<file path="config.mk">
export PLATFORM = sky130hd
export DESIGN_NAME = pc_branch_ctrl
export DESIGN_NICKNAME = d
export VERILOG_FILES = /design/src/rtl/rv32_pkg.sv /design/src/rtl/pc_branch_ctrl_branch_decide.sv /design/src/rtl/pc_branch_ctrl.sv
export SDC_FILE = /design/constraint.sdc
export NUM_CORES = 1
export LEC_CHECK = 0
export BUFFER_PORTS_ARGS = -buffer_cell sky130_fd_sc_hd__buf_4
export CAP_MARGIN = 10
export CELL_PAD_IN_SITES_DETAIL_PLACEMENT = 1
export CELL_PAD_IN_SITES_GLOBAL_PLACEMENT = 2
export CORE_ASPECT_RATIO = 1.1
export CORE_MARGIN = 1
export CORE_UTILIZATION = 32
export DETAILED_ROUTE_END_ITERATION = 10
export PLACE_DENSITY = 0.94
export SYNTH_ARGS = -nofsm -noshare
export SYNTH_HDL_FRONTEND = slang
export SYNTH_SLANG_ARGS = --single-unit
</file>
<file path="constraint.sdc">
create_clock -name i_clk -period 5.5 [get_ports i_clk]
set_clock_uncertainty 0.05 [all_clocks]
set_input_delay 0.825 -clock i_clk [delete_from_list [all_inputs] [get_ports i_clk]]
set_output_delay 0.825 -clock i_clk [all_outputs]
set_load 0.005 [all_outputs]
</file>
<file path="src/rtl/rv32_pkg.sv">
// rv32_pkg: shared types for the branch/PC stage.
//   br_funct3_e : B-type funct3 encodings (010/011 are reserved)
//   pc_state_e  : boot/run/trap sequencing of the PC stage
//   PC_STEP     : sequential fetch increment
package rv32_pkg;

  typedef enum logic [2:0] {
    BEQ   = 3'b000,
    BNE   = 3'b001,
    BRSV2 = 3'b010,
    BRSV3 = 3'b011,
    BLT   = 3'b100,
    BGE   = 3'b101,
    BLTU  = 3'b110,
    BGEU  = 3'b111
  } br_funct3_e;

  typedef enum logic [1:0] {
    BOOT = 2'd0,
    RUN  = 2'd1,
    TRAP = 2'd2
  } pc_state_e;

  localparam logic [31:0] PC_STEP = 32'd4;

endpackage

</file>
<file path="src/rtl/pc_branch_ctrl_branch_decide.sv">
// branch_decide: combinational B-type condition decode.
//   funct3   in  3  instruction funct3
//   br_equal in  1  rs1 == rs2
//   br_less  in  1  rs1 < rs2 (signedness selected by br_un)
//   taken    out 1  condition true for a legal B-type funct3
//   illegal  out 1  funct3 is a reserved B-type encoding (010/011)
//   br_un    out 1  unsigned compare request, funct3[1]
module branch_decide
  import rv32_pkg::*;
(
  input  logic [2:0] funct3,
  input  logic       br_equal,
  input  logic       br_less,
  output logic       taken,
  output logic       illegal,
  output logic       br_un
);

  always_comb begin
    taken   = 1'b0;
    illegal = 1'b0;
    br_un   = funct3[1];
    case (br_funct3_e'(funct3))
      BEQ:        taken = br_equal;
      BNE:        taken = ~br_equal;
      BLT, BLTU:  taken = br_less;
      BGE, BGEU:  taken = ~br_less;
      default:    illegal = 1'b1;
    endcase
  end

endmodule

</file>
<file path="src/rtl/pc_branch_ctrl.sv">
// pc_branch_ctrl: branch resolution, PC register and boot/run/trap sequencing.
//   i_clk, i_reset          clock (rising edge), async active-high reset
//   i_stall                 freeze PC, state, EPC and counters
//   i_is_branch/jal/jalr    instruction class (priority jalr > jal > branch)
//   i_funct3, i_br_equal, i_br_less  branch condition inputs
//   i_target                ALU-computed transfer target
//   o_br_un                 unsigned compare request to brcomp
//   o_pc, o_pc_four         fetch address and link value
//   o_pc_valid              o_pc is a real fetch address (not BOOT)
//   o_taken, o_illegal_br, o_misalign  per-cycle decode results
//   o_epc                   PC of the last trapping instruction
// Optional: define BR_PERF_CNT_EN to add o_br_cnt / o_br_taken_cnt.
module pc_branch_ctrl
  import rv32_pkg::*;
#(
  parameter logic [31:0] RESET_VEC = 32'h0000_0000,
  parameter logic [31:0] TRAP_VEC  = 32'h0000_0100
) (
  input  logic        i_clk,
  input  logic        i_reset,
  input  logic        i_stall,
  input  logic        i_is_branch,
  input  logic        i_is_jal,
  input  logic        i_is_jalr,
  input  logic [2:0]  i_funct3,
  input  logic        i_br_equal,
  input  logic        i_br_less,
  input  logic [31:0] i_target,
  output logic        o_br_un,
  output logic [31:0] o_pc,
  output logic [31:0] o_pc_four,
  output logic        o_pc_valid,
  output logic        o_taken,
  output logic        o_illegal_br,
  output logic        o_misalign,
  output logic [31:0] o_epc
`ifdef BR_PERF_CNT_EN
  ,
  output logic [31:0] o_br_cnt,
  output logic [31:0] o_br_taken_cnt
`endif
);

  pc_state_e   state_q, state_d;
  logic [31:0] pc_q, pc_d;
  logic [31:0] epc_q, epc_d;
  logic        dec_taken, dec_illegal, dec_br_un;
  logic        active, sel_branch;
  logic [31:0] eff_target;

  branch_decide u_decide (
    .funct3   (i_funct3),
    .br_equal (i_br_equal),
    .br_less  (i_br_less),
    .taken    (dec_taken),
    .illegal  (dec_illegal),
    .br_un    (dec_br_un)
  );

  assign active     = (state_q != BOOT);
  assign sel_branch = i_is_branch & ~i_is_jal & ~i_is_jalr;
  assign eff_target = {i_target[31:1], i_target[0] & ~i_is_jalr};

  assign o_pc       = pc_q;
  assign o_pc_four  = pc_q + PC_STEP;
  assign o_pc_valid = active;
  assign o_epc      = epc_q;

  // Decode outputs are forced low during the boot bubble.
  always_comb begin
    o_br_un      = active & dec_br_un;
    o_taken      = active & (i_is_jalr | i_is_jal | (sel_branch & dec_taken));
    o_illegal_br = active & sel_branch & dec_illegal;
    o_misalign   = o_taken & (eff_target[1:0] != 2'b00);
  end

  always_comb begin
    state_d = state_q;
    pc_d    = pc_q;
    epc_d   = epc_q;
    if (!i_stall) begin
      case (state_q)
        BOOT: state_d = RUN;
        RUN, TRAP: begin
          if (o_misalign) begin
            epc_d   = pc_q;
            pc_d    = TRAP_VEC;
            state_d = TRAP;
          end else begin
            pc_d    = o_taken ? eff_target : o_pc_four;
            state_d = RUN;
          end
        end
        default: state_d = BOOT;
      endcase
    end
  end

  always_ff @(posedge i_clk or posedge i_reset) begin
    if (i_reset) begin
      state_q <= BOOT;
      pc_q    <= RESET_VEC;
      epc_q   <= '0;
    end else begin
      state_q <= state_d;
      pc_q    <= pc_d;
      epc_q   <= epc_d;
    end
  end

`ifdef BR_PERF_CNT_EN
  always_ff @(posedge i_clk or posedge i_reset) begin
    if (i_reset) begin
      o_br_cnt       <= '0;
      o_br_taken_cnt <= '0;
    end else if (!i_stall && active && i_is_branch) begin
      o_br_cnt <= o_br_cnt + 32'd1;
      if (o_taken) o_br_taken_cnt <= o_br_taken_cnt + 32'd1;
    end
  end
`endif

endmodule

</file>
==> results of run 1 <==
==> cell families (layout without fill, tap and decap cells) <==
logic type,Yosys count,count (layout)
simple gates,127,127
compound gates,76,76
flops,66,66
buf+inv,51,180
mux,32,32
xor+xnor,30,30
fa+ha+maj,3,3
==> final timing paths <==
path                            startpoint             to  slack, ps
worst max-delay path              o_pc[13]  o_pc_four[31]       1730
worst min-delay path              o_epc[5]       o_epc[5]        460
worst max register to register  state_q[0]      o_epc[28]       2000
worst min register to register    o_epc[5]       o_epc[5]        460
max in group asynchronous          i_reset       o_pc[17]       3880
min in group asynchronous          i_reset        o_pc[7]        560
==> stage by stage <==
step / cells / area, um^2 / power [uW] / setup slack, ps / hold slack, ps
finish: 664 / 5315 / 3132 / 1732 / 463.7
global route: 664 / 5315 / 3340 / 1606 / 475.6
CTS: 664 / 5315 / 3160 / 1765 / 465.2
detailed placement: 648 / 5016 / 2555 / 1742 / 450.2
global placement: 648 / 5016 / 2478 / 1772 / 436.8
floorplan: 385 / 3909 / 1781 / 2361 / 417.5
==> layout by cell type (no fill, tap or decap), types with 3 or more instances in the layout <==
cell type  instances
buf_4            149
dfrtp_1           66
mux2_4            29
nand3_1           25
nand2_1           22
nor2_1            21
xnor2_1           20
inv_1             14
nand4_1           13
a21oi_1           13
o21ai_0           11
xor2_1            10
a31oi_1           10
clkbuf_16          9
nor4_1             8
and3_1             6
and2_1             5
and4_1             5
o32a_1             5
or4_1              5
o211ai_1           4
a2bb2oi_1          4
a211o_1            4
a41oi_1            3
nor3_1             3
a21o_1             3
a32oi_1            3
nor4b_1            3
a22oi_1            3
mux2_2             3
ha_1               3
clkbuf_1           3
==> layer usage <==
layer	global-route usage	part of all wire	up-vias
li1	-	-	1644
met1	0.2744	0.44	1774
met2	0.3383	0.49	126
met3	0.05759	0.063	15
met4	0.06592	0.014	0
met5	0	0	-
==> power breakdown <==
part | total, uW | switching (uW) | internal (uW) | leakage [uW]
clock | 588 | 213 | 375 | 0.000147
sequential | 1010 | 301 | 704 | 0.000810
combinational | 1540 | 681 | 857 | 0.00158
total | 3130 | 1190 | 1940 | 0.00254
==> synth_stat cells, drive strengths merged, types with 3 or more instances <==
cell and n:
a2bb2oi 4, a21oi 14, or3 3, a41oi 3, o32a 5, nor3 3, a211o 4, mux2 32
nand4 13, inv 15, nor2 21, a22oi 3, or4 5, nand2 22, a32oi 3, and3 6
clkbuf 24, a31oi 10, xor2 10, ha 3, and2 5, and4 5, dfrtp 66, nor4 8
a21o 3, nand3 25, nor4b 3, o21ai 11, buf 12, xnor2 20, o211ai 4
==> area by class of cell <==
type | instances | area, um^2 | area share
multi-input cells | 268 | 2002 | 0.3766
flip-flops and latches | 66 | 1652 | 0.3107
repair buffers | 149 | 1119 | 0.2105
clock buffers | 14 | 264.0 | 0.04967
well taps | 150 | 187.7 | 0.03531
inverters | 15 | 56.30 | 0.01059
clock inverters | 2 | 35.03 | 0.006591
==> state kept, by name, summed over array words and instances (netlist names) <==
register and count:
o_epc 32, o_pc 32, state_q 2
==> run summary, run 1 <==
Worst setup SP type: flop
Ant diodes: 0
Clk root buf: clkbuf_16
Clk Latency, worst-skew pair: 340 ps
Final Max Slew Viols: 0
TritonCTS clock tree: yes
Antenna Nets Post-Route: 0
TritonCTS Buffers: 9
First-pass GRT wire length: 20720 um
FF-to-FF path depth: 8
Synthesized instance count: 385
CP arrival: 2890 ps
DRT Wirelength: 12970 um
Most used cell along the critical path: nand4_1
Leakage: 0.002537 uW
Crit end category: output pin
Iteration-0 DRC count of the detailed router: 224
Top cell type's share of synthesized area: 0.4225
Final setup viols: 0
Required time worst endpoint: 4620 ps
Post-Synth XOR/XNOR Area: 0.06722
Synth area leader: dfrtp_1
Die Span Y: 117.9 um
Worst-Margin Slew: 1091 ps
Delay-heaviest family, CP: simple AND/OR/NAND/NOR gates
Pin count of the biggest net entering global routing: 47
CTS HTree Levels: 3
Fill cells: 1331
Area Overhead vs Synth: 35.98%
Post-Syn Area: 0.003909 mm^2
Die Wd: 107.4 um
Die Area: 0.01266 mm^2
Final core utilization: 0.4544
Port buffer count: 143
Critical path fanouts, max: 9
Area contributors post-synth: dfrtp_1 42%, mux2_4 11%, xnor2_1 4.5%
Starting Density: 0.3342
EDFF count, synth: 0
Final #Nets: 555
Sequential share of the synthesized area: 0.4225
VDD IR-drop max: 289.0 uV
Compound-Gate Fraction of Synth Area: 0.1367
Ys flop type: dfrtp_1
Max frequency: 265.4 MHz
RSZ-0062 raised after global routing: false
I/O pin count: 144
Mux contribution to synthesized area: 0.1200
Status: completed
Worst Hold Class: reg2reg
Worst path max stage delay: 830 ps
Fraction of layout cells with a size suffix above 1: 0.3949
Gr usage total: 0.2111
Site Rows: 41
Grt ovf: 0
Max-cap violations: 0
Class of the most critical setup path: reg2out
Stages on the worst setup path: 6
Synth cell types: 52
Synthesized net count: 431
Largest family of logic cells by synthesized area: simple AND/OR/NAND/NOR gates
Max Buffers Root-to-Sink: 2
Worst slew margin: 0.2726
Drt first pass iters: 4
Worst Hold Depth: 1
Sum of negative setup slack: 0 ps
Critical path cell sequence: nand4_1 > nor3_1 > nand4_1 > nor2_1 > xor2_1 > buf_4
Clk slew on worst S/H paths: 50 ps
Vias in the first global route: 3715
Sink Count: 66
Final Hold Fails: 0
DP Wirelength: 9122 um
Fin crit period: 3768 ps
Routed via count: 3559
Adder-cell share of the synthesized area: 0.009603
Initial antenna violation count: 0
Async SR Flop Fraction: 1.000
Final period util: 0.6850
Cell with the largest stage delay on the worst path: nor3_1
Mean Syn Cell Area: 10.15 um^2
Syn. warnings: 0
DR WL/cell: 19.53 um
Core area: 0.01170 mm^2
Simple-gate share of the synthesized area: 0.1767
Post-CTS setup buffers: 0
WP buf/inv: 1
DRC: 0
Seq cells post-synth: 66
Placer Congestion: 0.7790
CTS resizes: 0
Power Dens Cells: 589.2 mW/mm^2
Cts hold-fix bufs: 0
Via/cell ratio: 5.360
Power figures use the tool's default switching activity.
==> run 2, diff against run 1 <==
--- a/config.mk
+++ b/config.mk
@@ -5,15 +5,16 @@
 export SDC_FILE = /design/constraint.sdc
 export NUM_CORES = 1
 export LEC_CHECK = 0
+export ABC_AREA = 1
 export BUFFER_PORTS_ARGS = -buffer_cell sky130_fd_sc_hd__buf_4
 export CAP_MARGIN = 10
 export CELL_PAD_IN_SITES_DETAIL_PLACEMENT = 1
 export CELL_PAD_IN_SITES_GLOBAL_PLACEMENT = 2
 export CORE_ASPECT_RATIO = 1.1
 export CORE_MARGIN = 1
-export CORE_UTILIZATION = 32
+export CORE_UTILIZATION = 26
 export DETAILED_ROUTE_END_ITERATION = 10
-export PLACE_DENSITY = 0.94
+export PLACE_DENSITY = 0.87
 export SYNTH_ARGS = -nofsm -noshare
 export SYNTH_HDL_FRONTEND = slang
 export SYNTH_SLANG_ARGS = --single-unit
==> constraint.sdc (replaced) <==
create_clock -name i_clk -period 3.54 [get_ports i_clk]
set_clock_uncertainty 0.05 [all_clocks]
set_input_delay 0.531 -clock i_clk [delete_from_list [all_inputs] [get_ports i_clk]]
set_output_delay 0.531 -clock i_clk [all_outputs]
set_load 0.005 [all_outputs]
==> run summary, run 2 <==
Status: completed
Most used cell along the critical path: nand2_1
Post-CTS setup buffers: 0 (unchanged)
Ant diodes: 0 (unchanged)
Power Dens Cells: 772.8 mW/mm^2 (+31%)
DRT Wirelength: 14160 um (+9.2%)
RR Endpoint: o_epc[22]
Clock power frac: 0.214 (+0.026)
VDD IR-drop max: 233.6 uV (-19%)
Worst path max stage delay: 450 ps (-380 ps)
Critical path cell sequence: ha_1 > nand2_1 > nor2_1 > nand2_2 > nor2_8 > nand3_1 > nand2_1 > nand2_1 > inv_1 > buf_4
Final Max Slew Viols: 0 (unchanged)
Top cell type's share of synthesized area: 0.4110 (-0.01158)
Cts hold-fix bufs: 0 (unchanged)
Vias in the first global route: 4277 (+15%)
Synthesized net count: 623 (+45%)
Worst slew margin: 0.4348 (+0.1622)
Final Hold Fails: 0 (unchanged)
Post-Syn Area: 0.004019 mm^2 (+2.8%)
Design area: 0.005548 mm^2 (+4.4%)
Fin crit period: 2748 ps
Port buffer count: 143 (unchanged)
Max Buffers Root-to-Sink: 2 (unchanged)
P_sw: 1772 uW (+48%)
Switch share: 0.4134 (+0.03178)
RR Startpoint: state_q[1]
CTS resizes: 0 (unchanged)
Final setup viols: 0 (unchanged)
Logic pwr share: 0.470 (-0.021)
Clk root buf: clkbuf_16
Placer Congestion: 0.7817 (+0.35%)
Placed cell area: 0.005243 mm^2 (+4.5%)
Most common cell after layout, fill and taps aside: nand2_1
Clk slew on worst S/H paths: 60 ps (about the same)
Pin count of the biggest net entering global routing: 55 (+17%)
Die Span Y: 132.4 um (+12%)
Register-to-Register Setup Slack: 1260 ps (-740 ps)
FF-to-FF path depth: 9 (+1)
CTS HTree Levels: 3 (unchanged)
DR WL/cell: 15.46 um (-21%)
Critical path fanouts, max: 7 (-2)
Sequential share of the synthesized area: 0.4110 (-0.01158)
Crit end category: output pin
Post-synth top cells: 267 x nand2_1, 66 x dfrtp_1, 60 x inv_1
Sink Count: 66 (unchanged)
Syn. warnings: 0 (unchanged)
Final #Nets: 761 (+37%)
Place WS: 994.2 ps (-748.3 ps)
Iteration-0 DRC count of the detailed router: 179 (-20%)
DP Wirelength: 10710 um (+17%)
Class of the most critical setup path: reg2out
CP arrival: 2170 ps (-720 ps)
Required time worst endpoint: 2960 ps (-1660 ps)
Sum of negative setup slack: 0 ps (unchanged)
Synth cell types: 28 (-46%)
Max frequency: 363.9 MHz
Gr usage total: 0.1853 (-0.02580)
Routed via count: 4079 (+15%)
Async SR Flop Fraction: 1.000 (unchanged)
TritonCTS clock tree: yes
Core area: 0.01505 mm^2 (+29%)
Site Rows: 47 (+15%)
Grt ovf: 0 (unchanged)
I/O pin count: 144 (unchanged)
Ys flop type: dfrtp_1
Final period util: 0.7763
Die Wd: 120.5 um (+12%)
Fraction of layout cells with a size suffix above 1: 0.2917 (-0.1033)
Initial antenna violation count: 0 (unchanged)
Antenna Nets Post-Route: 0 (unchanged)
Part of the power in registers: 0.316 (-0.005)
Die Area: 0.01596 mm^2 (+26%)
Mean Syn Cell Area: 6.965 um^2 (-31%)
Starting Density: 0.2670 (-0.06723)
Internal: 2515 uW (+30%)
RSZ-0062 raised after global routing: false
Clk Latency, worst-skew pair: 330 ps (about the same)
Worst setup SP type: flop
Synth area leader: dfrtp_1
Worst Hold Class: in2async
Cell with the largest stage delay on the worst path: dfrtp_1
Seq cells post-synth: 66 (unchanged)
Count leader, synth: nand2_1
Worst setup margin: 792.0 ps (-940.4 ps)
Drt first pass iters: 4 (unchanged)
Max-cap violations: 0 (unchanged)
Worst-Margin Slew: 846.9 ps (-244.2 ps)
First-pass GRT wire length: 22990 um (+11%)
Leakage: 0.003048 uW (+20%)
Synthesized instance count: 577 (+50%)
Area contributors post-synth: dfrtp_1 41%, nand2_1 25%, inv_1 5.6%
DRC: 0 (unchanged)
TritonCTS Buffers: 9 (unchanged)
Area Overhead vs Synth: 38.04%
Fill cells: 1926 (+45%)
Most frequent cells in the layout: 267 x nand2_1, 147 x buf_4, 66 x dfrtp_1
Via/cell ratio: 4.453 (-17%)
EDFF count, synth: 0 (unchanged)
run 2: changes by cell type in the layout (fill, tap and decap cells not counted), moves of 8 or more:
cell and change:
nand2_2 +9, a31oi_1 -10, xnor2_1 -20, nand4_1 -8
o21ai_2 +23, inv_1 +45, a21oi_1 -10, nor4_1 -8
nor2_1 +26, mux2_4 -29, nand2_1 +245
run 2: layer usage:
layer	GRT usage	vias to the layer above	wire, um
met5	0	-	0
met4	0.04938	0	143
met3	0.02768	12	527
met2	0.3231	91	7121
met1	0.2369	1944	6370
li1	-	2032	-
run 2: per-stage QoR:
stage	util	power, uW	hold WS (ps)	cells
floorplan	-	2368	421.0	577
global placement	0.3482	3341	416.8	900
global route	0.3685	4635	146.6	916
finish	0.3685	4287	133.7	916
detailed placement	0.3482	3420	423.5	900
CTS	0.3685	4364	141.8	916
run 2: cell families after synthesis:
group	synth area share
xor+xnor	0.03207
simple gates	0.3755
buf+inv	0.09495
flops	0.4110
compound gates	0.07721
fa+ha+maj	0.009341
run 2: worst max path at each step:
stage,start,endpoint,slack [ps],depth (start not counted)
after floorplan,i_reset,o_epc[0],1300,1
after global routing,o_pc[2],o_pc_four[26],630,10
after detailed placement,i_funct3[2],o_epc[5],990,13
after CTS,o_pc[2],o_pc_four[26],770,10
after global placement,i_funct3[2],o_epc[7],1110,11
final,o_pc[2],o_pc_four[26],790,10
run 2: cell type report:
class                   count  area (um^2)  area share
clock buffers              11        252.7     0.04556
clock inverters             5        52.55    0.009472
inverters                  63        236.5     0.04263
multi-input cells         427         1986      0.3579
flip-flops and latches     66         1652      0.2977
well taps                 196        245.2     0.04420
repair buffers            148         1124      0.2025
run 2: critical path: cells and delay by family (launching register included):
family	cells	cell delay, ps
buffers and inverters	2	170
DFF	1	450
adders and majority gates	1	300
and+or+nand+nor	7	900
run 2: power groups by stage:
stage,Clock (uW),Sequential [uW],Combinational (uW)
after global routing,972,1400,2260
after floorplan,0,1290,1080
after global placement,0,1370,1980
after CTS,940,1360,2060
after detailed placement,0,1370,2050
final,919,1350,2010
==> run 3, diff against run 2 <==
--- a/config.mk
+++ b/config.mk
@@ -12,9 +12,9 @@
 export CELL_PAD_IN_SITES_GLOBAL_PLACEMENT = 2
 export CORE_ASPECT_RATIO = 1.1
 export CORE_MARGIN = 1
-export CORE_UTILIZATION = 26
+export CORE_UTILIZATION = 24
 export DETAILED_ROUTE_END_ITERATION = 10
-export PLACE_DENSITY = 0.87
+export PLACE_DENSITY = 0.85
 export SYNTH_ARGS = -nofsm -noshare
 export SYNTH_HDL_FRONTEND = slang
 export SYNTH_SLANG_ARGS = --single-unit
==> constraint.sdc (replaced) <==
create_clock -name i_clk -period 2.28 [get_ports i_clk]
set_clock_uncertainty 0.05 [all_clocks]
set_input_delay 0.342 -clock i_clk [delete_from_list [all_inputs] [get_ports i_clk]]
set_output_delay 0.342 -clock i_clk [all_outputs]
set_load 0.005 [all_outputs]
==> run summary, run 3 (synthesis gave the netlist of run 2 again) <==
Status: finished, violations left
Violated checks: DRC
Final total power: 6916 uW (+61%)
VDD IR-drop max: 351.8 uV (+51%)
Clk root buf: clkbuf_16
Worst-Margin Slew: 425.0 ps (-421.9 ps)
First-pass GRT wire length: 22980 um (about the same)
Worst Hold Class: in2async
Class of the most critical setup path: reg2out
I/O pin count: 144 (unchanged)
Max frequency: 447.4 MHz
Grt ovf: 0 (unchanged)
Core area: 0.01637 mm^2 (+8.7%)
CTS HTree Levels: 3 (unchanged)
Crit end category: output pin
Pin count of the biggest net entering global routing: 67 (+22%)
DRC: 3 (+3)
DR WL/cell: 15.45 um (about the same)
RSZ-0062 raised after global routing: true
Fraction of layout cells with a size suffix above 1: 0.3795 (+0.08788)
Clk slew on worst S/H paths: 50 ps (about the same)
DP Wirelength: 11180 um (+4.3%)
TritonCTS clock tree: yes
Die Area: 0.01727 mm^2 (+8.2%)
Die Span Y: 137.7 um (+4.0%)
Most frequent cells in the layout: 259 x nand2_1, 169 x buf_4, 57 x inv_1
Worst setup SP type: flop
Cts hold-fix bufs: 0 (unchanged)
Clk Latency, worst-skew pair: 340 ps (about the same)
Vias in the first global route: 4362 (+2.0%)
Final Max Slew Viols: 0 (unchanged)
Die Wd: 125.4 um (+4.0%)
Final core utilization: 0.3599 (-0.008661)
Fin crit period: 2235 ps
TritonCTS Buffers: 9 (unchanged)
Max Buffers Root-to-Sink: 2 (unchanged)
Max-cap violations: 0 (unchanged)
Final setup viols: 0 (unchanged)
Placed cell area: 0.005328 mm^2 (+1.6%)
Most common cell after layout, fill and taps aside: nand2_1
Antenna Nets Post-Route: 0 (unchanged)
Via/cell ratio: 4.412 (-0.93%)
Starting Density: 0.2455 (-0.02145)
Ant diodes: 0 (unchanged)
Area Overhead vs Synth: 46.58%
DRT Wirelength: 14630 um (+3.3%)
Iteration-0 DRC count of the detailed router: 200 (+12%)
Port buffer count: 143 (unchanged)
Placer Congestion: 0.7772 (-0.58%)
Leakage: 0.003149 uW (+3.3%)
Design area: 0.005891 mm^2 (+6.2%)
Sink Count: 66 (unchanged)
CP arrival: 1840 ps (-330 ps)
Final #Nets: 784 (+3.0%)
Site Rows: 49 (+4.3%)
Required time worst endpoint: 1890 ps (-1070 ps)
Gr usage total: 0.1728 (-0.01252)
Power Dens Cells: 1174 mW/mm^2 (+52%)
Final period util: 0.9803
Critical path fanouts, max: 5 (-2)
Routed via count: 4178 (+2.4%)
Drt first pass iters: 9 (+5)
Final Hold Fails: 0 (unchanged)
Initial antenna violation count: 0 (unchanged)
Sum of negative setup slack: 0 ps (unchanged)
Worst slew margin: 0.7167 (+0.2819)
-- run 3: critical path: stages (launching register included) --
cell	delay (ps)
dfrtp_1	340
buf_4	140
nand2_2	90
nor2_1	150
nand2_2	160
nor2_8	170
buf_4	140
xor2_2	160
buf_4	140
-- run 3: path summary, 6_finish.rpt --
check / start / to / slack [ps] / depth (start not counted)
worst min register to register: o_epc[15] / o_epc[15] / 440 / 2
max in group asynchronous: i_reset / o_pc[23] / 1820 / 3
worst max register to register: state_q[0] / o_epc[17] / 380 / 9
worst max-delay path: o_pc[3] / o_pc_four[15] / 50 / 8
worst min-delay path: i_reset / o_epc[6] / 40 / 3
min in group i_clk: i_stall / state_q[1] / 200 / 3
-- run 3: timing repair --
action                                  CTS  global route
endpoints found under the hold margin     0             0
gates cloned                              0             1
endpoints found under the setup margin   12            21
pin swaps                                 2            11
resized for setup                         6            53
setup buffers                             2            10
-- run 3: per-layer routing --
metal  vias to the layer above  track usage  wire length [um]
li1                       2079            -                 -
met1                      1987       0.2006              6242
met2                        91       0.3169              7487
met3                        21      0.02524               527
met4                         0      0.07724               374
met5                         -            0                 0
-- run 3: report_power, final --
group          internal (uW)  switching [uW]  total [uW]
Sequential              1630             434        2070
Clock                    839             531        1370
Combinational           1550            1930        3480
Total                   4030            2890        6920
-- run 3: cell type report --
type                    instances  area (um^2)
clock inverters                 6        57.56
repair buffers                170         1289
inverters                      63        240.2
flip-flops and latches         66         1673
multi-input cells             428         2147
clock buffers                  10        229.0
fillers                      2017        10480
well taps                     204        255.2
-- run 3: stage by stage --
step           instances  worst slack, ps  hold slack, ps
2_1_floorplan        577            233.2           413.0
3_3_place_gp         918            298.9           408.9
3_5_place_dp         918            227.3           413.5
4_1_cts              936            2.180           56.81
5_1_grt              947           -63.13           80.29
6_report             947            45.03           40.95
